[src/rtl/isa_pkg.sv]
// ISA definitions shared by the multicycle sequencer and its instruction decoder:
// opcodes, ALU function codes, FSM states and instruction field positions.
package isa_pkg;

    typedef enum logic [3:0] {
        OP_ADD  = 4'h0,
        OP_SUB  = 4'h1,
        OP_AND  = 4'h2,
        OP_OR   = 4'h3,
        OP_SLT  = 4'h4,
        OP_ADDI = 4'h5,
        OP_LUI  = 4'h6,
        OP_LW   = 4'h7,
        OP_SW   = 4'h8,
        OP_BEQ  = 4'h9,
        OP_JMP  = 4'hA,
        OP_HALT = 4'hF
    } opcode_e;

    localparam logic [2:0] ALU_ADD = 3'b000;
    localparam logic [2:0] ALU_SUB = 3'b001;
    localparam logic [2:0] ALU_AND = 3'b010;
    localparam logic [2:0] ALU_OR  = 3'b011;
    localparam logic [2:0] ALU_SLT = 3'b100;
    localparam logic [2:0] ALU_LUI = 3'b101;

    typedef enum logic [3:0] {
        ST_RESET,
        ST_FETCH,
        ST_DECODE,
        ST_EXECUTE,
        ST_MEM_READ,
        ST_MEM_WRITE,
        ST_WRITEBACK,
        ST_HALT,
        ST_TRAP
    } state_e;

    localparam int OP_MSB = 15;
    localparam int OP_LSB = 12;
    localparam int RD_MSB = 11;
    localparam int RD_LSB = 9;
    localparam int RS_MSB = 8;
    localparam int RS_LSB = 6;
    localparam int RT_MSB = 5;
    localparam int RT_LSB = 3;

    typedef struct packed {
        logic is_rtype;
        logic is_addi;
        logic is_lui;
        logic is_lw;
        logic is_sw;
        logic is_beq;
        logic is_jmp;
        logic is_halt;
        logic is_illegal;
    } instr_class_t;

    function automatic logic [15:0] sext6(input logic [5:0] v);
        return {{10{v[5]}}, v};
    endfunction

endpackage

[src/rtl/instruction_decoder.sv]
// Combinational decode of the instruction register into register addresses,
// immediate, ALU controls and instruction-class flags.
module instruction_decoder
    import isa_pkg::*;
(
    input  logic [15:0]  ir_i,
    output logic [2:0]   read_addr1_o,
    output logic [2:0]   read_addr2_o,
    output logic [2:0]   write_addr_o,
    output logic [15:0]  imm16_o,
    output logic [2:0]   alu_control_o,
    output logic         alu_src_b_o,
    output instr_class_t cls_o
);

    opcode_e op;

    always_comb begin
        op            = opcode_e'(ir_i[OP_MSB:OP_LSB]);
        read_addr1_o  = ir_i[RS_MSB:RS_LSB];
        read_addr2_o  = ir_i[RT_MSB:RT_LSB];
        write_addr_o  = ir_i[RD_MSB:RD_LSB];
        imm16_o       = sext6(ir_i[5:0]);
        alu_control_o = ALU_ADD;
        alu_src_b_o   = 1'b0;
        cls_o         = '0;

        case (op)
            OP_ADD:  begin cls_o.is_rtype = 1'b1; alu_control_o = ALU_ADD; end
            OP_SUB:  begin cls_o.is_rtype = 1'b1; alu_control_o = ALU_SUB; end
            OP_AND:  begin cls_o.is_rtype = 1'b1; alu_control_o = ALU_AND; end
            OP_OR:   begin cls_o.is_rtype = 1'b1; alu_control_o = ALU_OR;  end
            OP_SLT:  begin cls_o.is_rtype = 1'b1; alu_control_o = ALU_SLT; end
            OP_ADDI: begin cls_o.is_addi  = 1'b1; alu_src_b_o = 1'b1; end
            OP_LUI: begin
                cls_o.is_lui  = 1'b1;
                alu_control_o = ALU_LUI;
                alu_src_b_o   = 1'b1;
                imm16_o       = {8'h00, ir_i[7:0]};
            end
            OP_LW:   begin cls_o.is_lw = 1'b1; alu_src_b_o = 1'b1; end
            OP_SW: begin
                cls_o.is_sw  = 1'b1;
                alu_src_b_o  = 1'b1;
                read_addr2_o = ir_i[RD_MSB:RD_LSB];
            end
            OP_BEQ: begin
                cls_o.is_beq  = 1'b1;
                alu_control_o = ALU_SUB;
                read_addr2_o  = ir_i[RD_MSB:RD_LSB];
            end
            OP_JMP:  cls_o.is_jmp  = 1'b1;
            OP_HALT: cls_o.is_halt = 1'b1;
            default: cls_o.is_illegal = 1'b1;
        endcase
    end

endmodule

[src/rtl/multicycle_control.sv]
// Multi-cycle sequencer: owns PC/IR, runs the fetch/decode/execute FSM with a
// req/ready memory handshake, memory timeout and sticky fault flags.
module multicycle_control
    import isa_pkg::*;
#(
    parameter logic [15:0] RESET_PC    = 16'h0000,
    parameter int unsigned MEM_TIMEOUT = 255
) (
    input  logic        clk,
    input  logic        reset,
    input  logic [15:0] memRdata,
    input  logic        memReady,
    input  logic        zero,
    output logic        memReq,
    output logic        memWrite,
    output logic        memAddrSel,
    output logic [15:0] pc,
    output logic [2:0]  readAddr1,
    output logic [2:0]  readAddr2,
    output logic [2:0]  writeAddr,
    output logic        regWrite,
    output logic [15:0] imm16,
    output logic        aluSrcB,
    output logic [2:0]  aluControl,
    output logic        wbSel,
    output logic        halted,
    output logic        illegal,
    output logic        busError
);

    localparam logic [15:0] TMO_LAST = 16'(MEM_TIMEOUT - 1);

    state_e       state_q, state_d;
    logic [15:0]  pc_q, pc_d;
    logic [15:0]  ir_q, ir_d;
    logic [15:0]  tmo_cnt_q, tmo_cnt_d;
    logic         illegal_q, illegal_d;
    logic         bus_error_q, bus_error_d;
    logic         mem_req_q, mem_write_q, mem_addr_sel_q;
    logic         reg_write_q, wb_sel_q, halted_q;
    logic         tmo_hit;
    instr_class_t cls;

    instruction_decoder u_decoder (
        .ir_i          (ir_q),
        .read_addr1_o  (readAddr1),
        .read_addr2_o  (readAddr2),
        .write_addr_o  (writeAddr),
        .imm16_o       (imm16),
        .alu_control_o (aluControl),
        .alu_src_b_o   (aluSrcB),
        .cls_o         (cls)
    );

    // A ready in the limit cycle still completes the transfer.
    assign tmo_hit = (MEM_TIMEOUT != 0) && !memReady && (tmo_cnt_q == TMO_LAST);

    always_comb begin
        state_d     = state_q;
        pc_d        = pc_q;
        ir_d        = ir_q;
        tmo_cnt_d   = tmo_cnt_q;
        illegal_d   = illegal_q;
        bus_error_d = bus_error_q;

        case (state_q)
            ST_RESET: state_d = ST_FETCH;
            ST_FETCH: begin
                if (memReady) begin
                    ir_d    = memRdata;
                    pc_d    = pc_q + 16'd1;
                    state_d = ST_DECODE;
                end else if (tmo_hit) begin
                    bus_error_d = 1'b1;
                    state_d     = ST_TRAP;
                end else begin
                    tmo_cnt_d = tmo_cnt_q + 16'd1;
                end
            end
            ST_DECODE: begin
                if (cls.is_illegal) begin
                    illegal_d = 1'b1;
                    state_d   = ST_TRAP;
                end else if (cls.is_halt) begin
                    state_d = ST_HALT;
                end else if (cls.is_jmp) begin
                    pc_d    = {pc_q[15:12], ir_q[11:0]};
                    state_d = ST_FETCH;
                end else begin
                    state_d = ST_EXECUTE;
                end
            end
            ST_EXECUTE: begin
                if (cls.is_lw) begin
                    state_d = ST_MEM_READ;
                end else if (cls.is_sw) begin
                    state_d = ST_MEM_WRITE;
                end else if (cls.is_beq) begin
                    if (zero) pc_d = pc_q + imm16;
                    state_d = ST_FETCH;
                end else if (cls.is_rtype || cls.is_addi || cls.is_lui) begin
                    state_d = ST_WRITEBACK;
                end else begin
                    state_d = ST_FETCH;
                end
            end
            ST_MEM_READ, ST_MEM_WRITE: begin
                if (memReady) begin
                    state_d = (state_q == ST_MEM_READ) ? ST_WRITEBACK : ST_FETCH;
                end else if (tmo_hit) begin
                    bus_error_d = 1'b1;
                    state_d     = ST_TRAP;
                end else begin
                    tmo_cnt_d = tmo_cnt_q + 16'd1;
                end
            end
            ST_WRITEBACK: state_d = ST_FETCH;
            ST_HALT:      state_d = ST_HALT;
            ST_TRAP:      state_d = ST_TRAP;
            default:      state_d = ST_TRAP;
        endcase

        if ((state_d inside {ST_FETCH, ST_MEM_READ, ST_MEM_WRITE}) && (state_d != state_q)) begin
            tmo_cnt_d = 16'd0;
        end
    end

    // Handshake and control outputs are registered from the next state.
    always_ff @(posedge clk or posedge reset) begin
        if (reset) begin
            state_q        <= ST_RESET;
            pc_q           <= RESET_PC;
            ir_q           <= 16'h0000;
            tmo_cnt_q      <= 16'd0;
            illegal_q      <= 1'b0;
            bus_error_q    <= 1'b0;
            mem_req_q      <= 1'b0;
            mem_write_q    <= 1'b0;
            mem_addr_sel_q <= 1'b0;
            reg_write_q    <= 1'b0;
            wb_sel_q       <= 1'b0;
            halted_q       <= 1'b0;
        end else begin
            state_q        <= state_d;
            pc_q           <= pc_d;
            ir_q           <= ir_d;
            tmo_cnt_q      <= tmo_cnt_d;
            illegal_q      <= illegal_d;
            bus_error_q    <= bus_error_d;
            mem_req_q      <= state_d inside {ST_FETCH, ST_MEM_READ, ST_MEM_WRITE};
            mem_write_q    <= (state_d == ST_MEM_WRITE);
            mem_addr_sel_q <= state_d inside {ST_MEM_READ, ST_MEM_WRITE};
            reg_write_q    <= (state_d == ST_WRITEBACK);
            wb_sel_q       <= (state_d == ST_WRITEBACK) && cls.is_lw;
            halted_q       <= state_d inside {ST_HALT, ST_TRAP};
        end
    end

    assign memReq     = mem_req_q;
    assign memWrite   = mem_write_q;
    assign memAddrSel = mem_addr_sel_q;
    assign pc         = pc_q;
    assign regWrite   = reg_write_q;
    assign wbSel      = wb_sel_q;
    assign halted     = halted_q;
    assign illegal    = illegal_q;
    assign busError   = bus_error_q;

endmodule

[config.mk]
export PLATFORM = sky130hd
export DESIGN_NAME = multicycle_control
export DESIGN_NICKNAME = d
export VERILOG_FILES = /design/src/rtl/isa_pkg.sv /design/src/rtl/instruction_decoder.sv /design/src/rtl/multicycle_control.sv
export SDC_FILE = /design/constraint.sdc
export NUM_CORES = 1
export LEC_CHECK = 0
export ABC_AREA = 1
export CAP_MARGIN = 20
export CORE_AREA = 2 2 89 91
export CTS_CLUSTER_SIZE = 8
export DETAILED_ROUTE_END_ITERATION = 6
export DIE_AREA = 0 0 91 93
export HOLD_SLACK_MARGIN = 0.02
export PLACE_DENSITY = 0.94
export SYNTH_ARGS = -nofsm -noshare
export SYNTH_HDL_FRONTEND = slang
export SYNTH_HIERARCHICAL = 1
export SYNTH_SLANG_ARGS = --single-unit
[constraint.sdc]
create_clock -name clk -period 3.6 [get_ports clk]
set_input_delay 0.9 -clock clk [delete_from_list [all_inputs] [get_ports clk]]
set_output_delay 0.9 -clock clk [all_outputs]
set_load 0.02 [all_outputs]
* After elaboration in Yosys (flattened, before gate mapping)
Index checks and enable logic that the tools add are counted.
Word-level totals: register bits after elaboration 60, logic and storage cells 120
Cells by class: $add $sub $neg 3, multiplexer cells 37, eq/ne operators 36, reductions and logical operators 28, bitwise gates (word level) 3
Operator list (count):
- $mux 16 | 10
- $eq 4x3->1 const B | 12
- $pmux 16 s3 | 1
- $mux 12 | 3
- $add 16x1->16 const B | 2
- $pmux 4 s6 | 1
- $mux 3 | 7
- $eq 4x4->1 const B | 5
- $add 16x16->16 | 1
- $eq 16x8->1 const B | 1
- $eq 4x2->1 const B | 4
- $mux 4 | 4
- $ne 2x2->1 const B | 8
- $pmux 3 s5 | 1
- $eq 4x1->1 const B | 3
- $reduce_or 12->1 | 1
- $mux 1 | 9
- $reduce_and 9->1 | 1
- $logic_not 4->1 | 2
- $reduce_bool 2->1 | 4
- $reduce_or 2->1 | 4
- $reduce_and 7->1 | 1
- $reduce_and 3->1 | 2
- $reduce_bool 3->1 | 2
- other kinds (11) | 18

* Depth between registers and ports, before layout
Gate-level depths: netlist of the first run.
depth in word-level cells 15, mapped depth 18, depth with buffers taken out 17

* Modules after synthesis
The synthesis of the first run kept the hierarchy.
Modules (own cells, without submodules):
- multicycle_control | instances 1, sequential area each 1501.4 sq um, area each 3911.3 sq um, cells an instance 539
- instruction_decoder | instances 1, sequential area each 0.0 sq um, area each 361.6 sq um, cells an instance 66

* Worst setup path after synthesis of the first run
Ideal clock, no wire load.
path type reg-to-reg, from register ir_q[14], to register pc_q[11], in the netlist pc[11], required time 3477 ps, cell stages (with the launch flop) 17, slack 1181 ps, setup time 123 ps, path buffers 1, arrival 2296 ps, path through dfrtp_1 inv_2 nor2_2 nand2_1 nand2_2 inv_1 buf_4 inv_1 nor2_1 ha_1 inv_1 o21bai_1 nor2_1 nand3_1 xor2_1 o21ai_0 nand2_1
Between the ends: longest elaborated chain between the ends 8, elaborated cells on any way between the ends 32, those cells by class add/sub (1); eq/ne (17); mux (11); reduce/logical (3)
RTL lines:
- from (decl) | RTL line multicycle_control.sv:35 | logic [15:0] ir_q, ir_d;
- from (signal assigned) | RTL line multicycle_control.sv:146 | ir_q <= ir_d;
- $eq 4x3->1 | RTL line instruction_decoder.sv:28 | case (op)
- $mux 16 | RTL line instruction_decoder.sv:28
- via imm16[8] | RTL line multicycle_control.sv:22 | output logic [15:0] imm16,
- $add 16x16->16 | RTL line multicycle_control.sv:99 | if (zero) pc_d = pc_q + imm16;
- $mux 16 | RTL line multicycle_control.sv:99
- $mux 16 | RTL line multicycle_control.sv:98 | end else if (cls.is_beq) begin
- $mux 16 | RTL line multicycle_control.sv:96 | end else if (cls.is_sw) begin
- $mux 16 | RTL line multicycle_control.sv:94 | if (cls.is_lw) begin
- $pmux 16 s3 | RTL line multicycle_control.sv:66 | case (state_q)
- to (signal assigned) | RTL line multicycle_control.sv:145 | pc_q <= pc_d;
- to (decl) | RTL line multicycle_control.sv:34 | logic [15:0] pc_q, pc_d;
The timed path passes the listed nets, and every way through them passes these cells. The select of a mux whose other input is x is not followed. A chain may end at the register's enable or synchronous reset.

* Worst setup path after layout of the first run
from register ir_q[14], to output imm16[10]
Between the ends: longest elaborated chain between the ends 2
RTL lines (RTL line):
- $eq 4x3->1 | instruction_decoder.sv:28
- $mux 16 | instruction_decoder.sv:28
- to (decl) | multicycle_control.sv:22
No other way between the ends.

==> metrics.md, run 1 <==
| Metric | Value |
|---|---|
| Switching part of the total | 24.3% |
| Reg2reg end | pc[8] |
| Crit Path Category | reg2out |
| Peak VDD IR | 184 uV |
| Worst Path Arrival | 2.22 ns |
| Largest net degree at the start of global routing | 35 |
| CTS Hold Bufs | 0 |
| Rows | 32 |
| Count of different cell masters after synthesis | 37 |
| Routed WL | 11100 microns |
| Clock power frac | 43.4% |
| Vias | 4266 |
| Max FO, Critical Path | 16 |
| HP Class | reg2reg |
| Fin nets | 701 |
| Worst skew pair latency | 0.34 ns |
| P_sw | 0.361 mW |
| Final hold vios | 0 |
| Detailed placement HPWL | 8190 microns |
| Fill count | 619 |
| Pwr dens | 287 nW/um^2 |
| Clock Skews | 0.0113 ns |
| Number of global-route vias before repair | 3980 |
| First-pass GRT wire length | 18700 microns |
| Max clock buf depth | 2 |
| Drt wl/cell | 14.5 microns |
| Initial DRC count | 480 |
| Die area | 8460 sq um |
| Synth warn | 6 |
| Tcrit/Tclk final | 86.7% |
| Core area | 7530 sq um |
| Layout cells sized above 1 | 9.73% |
| Slew HR | 60.1% |
| Hold path depth | 2 |
| Worst slew pin tran | 0.598 ns |
| Reg power frac | 47.0% |
| Worst Setup SP | ir_q[14] |
| Port buffer count | 72 |
| Sequential area share after synthesis | 35.1% |
| Slew Viols, Final | 0 |
| Synth Register Bits | 60 |
| Max_cap viols | 0 |
| GPL Wtd Cong | 0.971 |
| Starting Density | 56.8% |
| DRC | 5 |
| Final setup TNS | 0 ns |
| Root Buffer Master | clkbuf_8 |
| Total setup buffers inserted after CTS | 0 |
| Inserted Diodes | 0 |
| R2r startpoint | state_q[2] |
| Die Height | 93 microns |
| RSZ-0062 raised after global routing | no |
| CTS H-tree depth | 3 |
| Power Internal | 1.12 mW |
| TritonCTS Sinks | 60 |
| CTS resizes | 0 |
| Cells after Synth | 605 |
| TritonCTS buffer count | 9 |
| Syn-to-layout area delta | 21.1% |
| Worst setup endpoint | imm16[10] |
| Leak Pwr | 2.55 nW |
| Failing checks | design-rule violations |
| Initial antenna violation count | 0 |
| Worst setup EP type | output port |
| ANT nets after route | 0 |
| Synthesized area | 4270 sq um |
| Mapped Nets | 643 |
| DR pass1 iterations | 7 |
| Status | complete, but fails checks |
| Minimum clock period after layout | 3.12 ns |
| Io pins | 73 |
| GRT Overall Usage | 27.1% |
| Worst setup SP type | flop |
| Avg Cell Area, Syn | 7.06 sq um |
| Combinational Power Share | 9.6% |
| CTS tree | done |
| Vias per inst | 5.54 |
| FMAX | 0.320 GHz |
| Worst-path clk slew | 0.07 ns |
| Gr ovfl total | 0 |
| Worst reg2reg path depth | 14 |
| Die X | 91 microns |
| Fin Hold WS | 0.477 ns |
| Worst Path Required | 2.70 ns |
| FF-to-FF setup slack | 0.58 ns |
| Setup violators final | 0 |
layout by cell type, fill, tap and decap left out, types with 10 or more instances in the layout:
cell             netlist  layout
o21ai_0               25      25
clkdlybuf4s50_1        0      72
clkbuf_8               0      12
inv_1                 72      71
ha_1                  17      17
a21oi_1               25      25
nand2_1              169     169
a21oi_2               10      10
xor2_1                12      12
nand3_1               43      43
nor2_1                65      65
dfrtp_1               60      60
layout make-up:
cell class | count | area (sq um) | area share [%]
Clock inverter | 3 | 43.8 | 0.846
Sequential cell | 60 | 1500 | 29.0
Tap cell | 102 | 128 | 2.47
Multi-Input combinational cell | 437 | 2280 | 44.0
Timing Repair Buffer | 75 | 756 | 14.6
Clock buffer | 13 | 169 | 3.26
Inverter | 80 | 300 | 5.80
worst min path at each step:
stage	start	end
after floorplan	ir_q[8]	ir_q[8]
after global placement	illegal	illegal
after detailed placement	busError	busError
after CTS	illegal	illegal
after global routing	illegal	illegal
final	illegal	illegal
cells in the mapped netlist, drive strengths merged:
cell type  instances  area [sq um]
a21boi             1          7.51
a21oi             36           229
a31oi              4          25.0
and2               1          6.26
buf               23           175
clkbuf             5          18.8
dfrtp             60          1500
fa                 1          20.0
ha                17           213
inv               80           300
nand2            177           689
nand3             46           245
nand3b             1          7.51
nand4              8          56.3
nor2              77           339
nor3               9          45.0
nor4               1          12.5
o211ai             4          30.0
o21a               3          22.5
o21ai             29           145
o21bai             2          15.0
o31ai              1          7.51
or2                2          12.5
xnor2              5          43.8
xor2              12           105
worst max-delay path, stage by stage (launching register included):
cell             delay (ns)
dfrtp_1                0.46
inv_2                  0.14
nor2_2                 0.05
nand2_1                0.10
nand2_2                0.07
inv_1                  0.36
clkdlybuf4s50_1        0.70
stage by stage:
stage	utilization [%]	cells	cell area [sq um]	total power, mW	worst slack (ns)
4_1_cts	68.8	770	5170	1.49	0.497
2_1_floorplan	-	605	4270	0.791	1.18
6_report	68.8	770	5170	1.48	0.479
3_5_place_dp	65.9	754	4960	0.853	0.663
5_1_grt	68.8	770	5170	1.53	0.333
3_3_place_gp	65.9	754	4960	0.849	0.792
routing by layer:
layer,wire length [microns],vias to the layer above,track usage [%]
met5,0,-,0
met4,337,0,13.4
met3,965,35,4.92
met2,5320,256,44.2
met1,4520,1951,34.8
li1,-,2024,-
cell families after synthesis:
family / share of synthesized area (%)
AOI/OAI and AO/OA: 11.3
xor gates and xnor gates: 3.48
adders and majority gates: 5.45
buffers and inverters: 11.6
DFF: 35.1
and+or+nand+nor: 33.1
power groups by stage:
stage	registers, mW	clock network [mW]	logic, mW
2_1_floorplan	0.705	0	0.0863
3_3_place_gp	0.710	0	0.139
6_report	0.698	0.644	0.142
5_1_grt	0.699	0.676	0.155
3_5_place_dp	0.710	0	0.143
4_1_cts	0.698	0.649	0.143
flip-flops by register name (all words and copies together), names as in the netlist:
register    flops
memWrite        1
pc             16
busError        1
memReq          1
regWrite        1
illegal         1
wbSel           1
ir_q           16
state_q         4
halted          1
tmo_cnt_q      16
memAddrSel      1
Power figures use the tool's default switching activity.
==> run 2: changes to the inputs <==
--- a/config.mk
+++ b/config.mk
@@ -7,12 +7,14 @@
 export LEC_CHECK = 0
 export ABC_AREA = 1
 export CAP_MARGIN = 20
-export CORE_AREA = 2 2 89 91
+export CELL_PAD_IN_SITES_DETAIL_PLACEMENT = 0
+export CELL_PAD_IN_SITES_GLOBAL_PLACEMENT = 1
+export CORE_AREA = 2 2 104 106
 export CTS_CLUSTER_SIZE = 8
 export DETAILED_ROUTE_END_ITERATION = 6
-export DIE_AREA = 0 0 91 93
+export DIE_AREA = 0 0 106 108
 export HOLD_SLACK_MARGIN = 0.02
-export PLACE_DENSITY = 0.94
+export PLACE_DENSITY = 0.95
 export SYNTH_ARGS = -nofsm -noshare
 export SYNTH_HDL_FRONTEND = slang
 export SYNTH_HIERARCHICAL = 1
==> run 2 against run 1 <==
Effect of this change: the flow now finishes without violations; routed wire length down 1.2%; non-clock buffer count unchanged; design area down 0.63%; global-route usage down 6.9 points; worst hold slack better by 0.032 ns; flip-flop and latch count unchanged; cell count up 4.3%; via count down 5.2%; clock-buffer cell count down 1; fmax down 0.63%; combinational power about the same; largest power group unchanged.
==> metrics.md, run 2 (synthesis results as in run 1) <==
| Metric | Value |
|---|---|
| Post-route cell area | 5140 sq um (-0.63%) |
| CTS resizes | 0 (unchanged) |
| Worst skew pair latency | 0.35 ns (about the same) |
| Worst reg2reg path depth | 14 (unchanged) |
| Fin nets | 701 (unchanged) |
| Worst Setup SP | ir_q[14] |
| Vias | 4046 (-5.2%) |
| Worst setup endpoint | imm16[10] |
| Vias per inst | 5.04 (-9.1%) |
| Total setup buffers inserted after CTS | 0 (unchanged) |
| DRC | 0 (-5) |
| Max clock buf depth | 2 (unchanged) |
| HP Class | reg2reg |
| Most common cell after layout, fill and taps aside | nand2_1 |
| Drt wl/cell | 13.7 microns (-5.3%) |
| Layout cells sized above 1 | 9.30% (-0.44 points) |
| TritonCTS Sinks | 60 (unchanged) |
| Initial antenna violation count | 0 (unchanged) |
| Final setup TNS | 0 ns (unchanged) |
| Final hold vios | 0 (unchanged) |
| Combinational Power Share | 10.4% (+0.8 points) |
| Largest net degree at the start of global routing | 54 (+54%) |
| DR pass1 iterations | 4 (-3) |
| Io pins | 73 (unchanged) |
| Slew Viols, Final | 0 (unchanged) |
| Starting Density | 41.8% (-15 points) |
| Tcrit/Tclk final | 87.2% (+0.55 points) |
| CTS Hold Bufs | 0 (unchanged) |
| Setup violators final | 0 (unchanged) |
| RSZ-0062 raised after global routing | no |
| Pwr dens | 262 nW/um^2 (-8.5%) |
| Worst-path clk slew | 0.06 ns (about the same) |
| Reg power frac | 51.8% (+4.8 points) |
| CTS tree | done |
| Commonest non-fill, non-tap cells in the layout | 169 x nand2_1, 72 x clkdlybuf4s50_1, 71 x inv_1 |
| Fill count | 1016 (+64%) |
| Max FO, Critical Path | 16 (unchanged) |
| Port buffer count | 72 (unchanged) |
| Core Util, Final | 50.3% (-18 points) |
| TritonCTS buffer count | 9 (unchanged) |
| Rows | 37 (+16%) |
| Worst Path Required | 2.70 ns (about the same) |
| Worst setup SP type | flop |
| GPL Wtd Cong | 0.944 (-2.8%) |
| Core area | 10200 sq um (+36%) |
| First-pass GRT wire length | 18200 microns (-2.2%) |
| Gr ovfl total | 0 (unchanged) |
| FMAX | 0.318 GHz (-0.63%) |
| Inserted Diodes | 0 (unchanged) |
| Post-place setup slack | 0.666 ns (+0.00317 ns) |
| Leak Pwr | 2.52 nW (-1.3%) |
| Initial DRC count | 190 (-60%) |
| Worst Path Arrival | 2.24 ns (+0.02 ns) |
| Routed WL | 11000 microns (-1.2%) |
| Status | complete, no violations |
| Fin Hold WS | 0.509 ns (+0.0315 ns) |
| Peak VDD IR | 128 uV (-30%) |
| Die area | 11400 sq um (+35%) |
| Die X | 106 microns (+16%) |
| Number of global-route vias before repair | 3860 (-3.0%) |
| Worst slew pin tran | 0.701 ns (+0.103 ns) |
| Power Internal | 0.988 mW (-12%) |
| Clock Skews | 0.0109 ns (-0.000432 ns) |
| ANT nets after route | 0 (unchanged) |
| Worst setup EP type | output port |
| Die Height | 108 microns (+16%) |
| Reg2reg end | pc[8] |
| Syn-to-layout area delta | 20.4% |
| FF-to-FF setup slack | 0.67 ns (+0.09 ns) |
| Detailed placement HPWL | 8350 microns (+1.9%) |
| P_sw | 0.361 mW (about the same) |
| Slew HR | 53.2% (-6.8 points) |
| CTS H-tree depth | 3 (unchanged) |
| Switching part of the total | 26.8% (+2.5 points) |
| Clock power frac | 37.9% (-5.5 points) |
| GRT Overall Usage | 20.2% (-6.9 points) |
| Max_cap viols | 0 (unchanged) |
| R2r startpoint | state_q[2] |
| Smallest setup slack after layout | 0.459 ns (-0.0199 ns) |
| Root Buffer Master | clkbuf_8 |
| Area after DPL | 4990 sq um (+0.61%) |
| Crit Path Category | reg2out |
| Minimum clock period after layout | 3.14 ns (+0.0199 ns) |
==> run 2: cell count changes in the layout (fill, tap and decap cells not counted), sizes merged <==
| cell | change |
|---|---|
| bufinv | -1 |
| clkbuf | -1 |
| clkinv | +1 |
==> run 2: per-layer routing <==
metal  vias up  wire length (microns)  global-route usage, %
met3        17                    409                   2.89
met5         -                      0                      0
met4         0                    205                   7.80
met2        94                   5010                   32.6
met1      1909                   5390                   27.6
li1       2026                      -                      -
==> run 2: worst min-delay path by stage <==
stage | from | end | slack (ns) | cells after the start
floorplan | ir_q[8] | ir_q[8] | 0.46 | 2
global placement | ir_q[8] | ir_q[8] | 0.49 | 2
detailed placement | ir_q[8] | ir_q[8] | 0.49 | 2
CTS | ir_q[8] | ir_q[8] | 0.51 | 2
global route | ir_q[8] | ir_q[8] | 0.53 | 2
finish | ir_q[8] | ir_q[8] | 0.51 | 2
==> run 2: cell type report <==
| cell class | count | area (sq um) | area share [%] |
|---|---|---|---|
| timing repair buffer | 75 | 743 | 14.5 |
| inverter | 80 | 300 | 5.84 |
| multi-input combinational | 437 | 2280 | 44.3 |
| tap | 136 | 170 | 3.31 |
| clock buffer | 12 | 135 | 2.63 |
| clock inverter | 3 | 15.0 | 0.292 |
| sequential | 60 | 1500 | 29.2 |
==> run 2: worst max-delay path: stages, from the launching register on <==
cell and delay [ns]:
dfrtp_1 0.47, inv_2 0.14, nor2_2 0.05, nand2_1 0.10, nand2_2 0.09, inv_1 0.35, clkdlybuf4s50_1 0.70
==> run 2: stage by stage <==
step	total power, mW	cells
finish	1.35	803
global route	1.40	803
CTS	1.36	803
detailed placement	0.852	788
global placement	0.850	788
floorplan	0.791	605
==> run 2: power by group through the flow <==
stage	clock [mW]	combinational [mW]	sequential [mW]
detailed placement	0	0.141	0.711
finish	0.511	0.140	0.698
CTS	0.521	0.141	0.698
global route	0.553	0.153	0.699
floorplan	0	0.0863	0.705
global placement	0	0.139	0.711
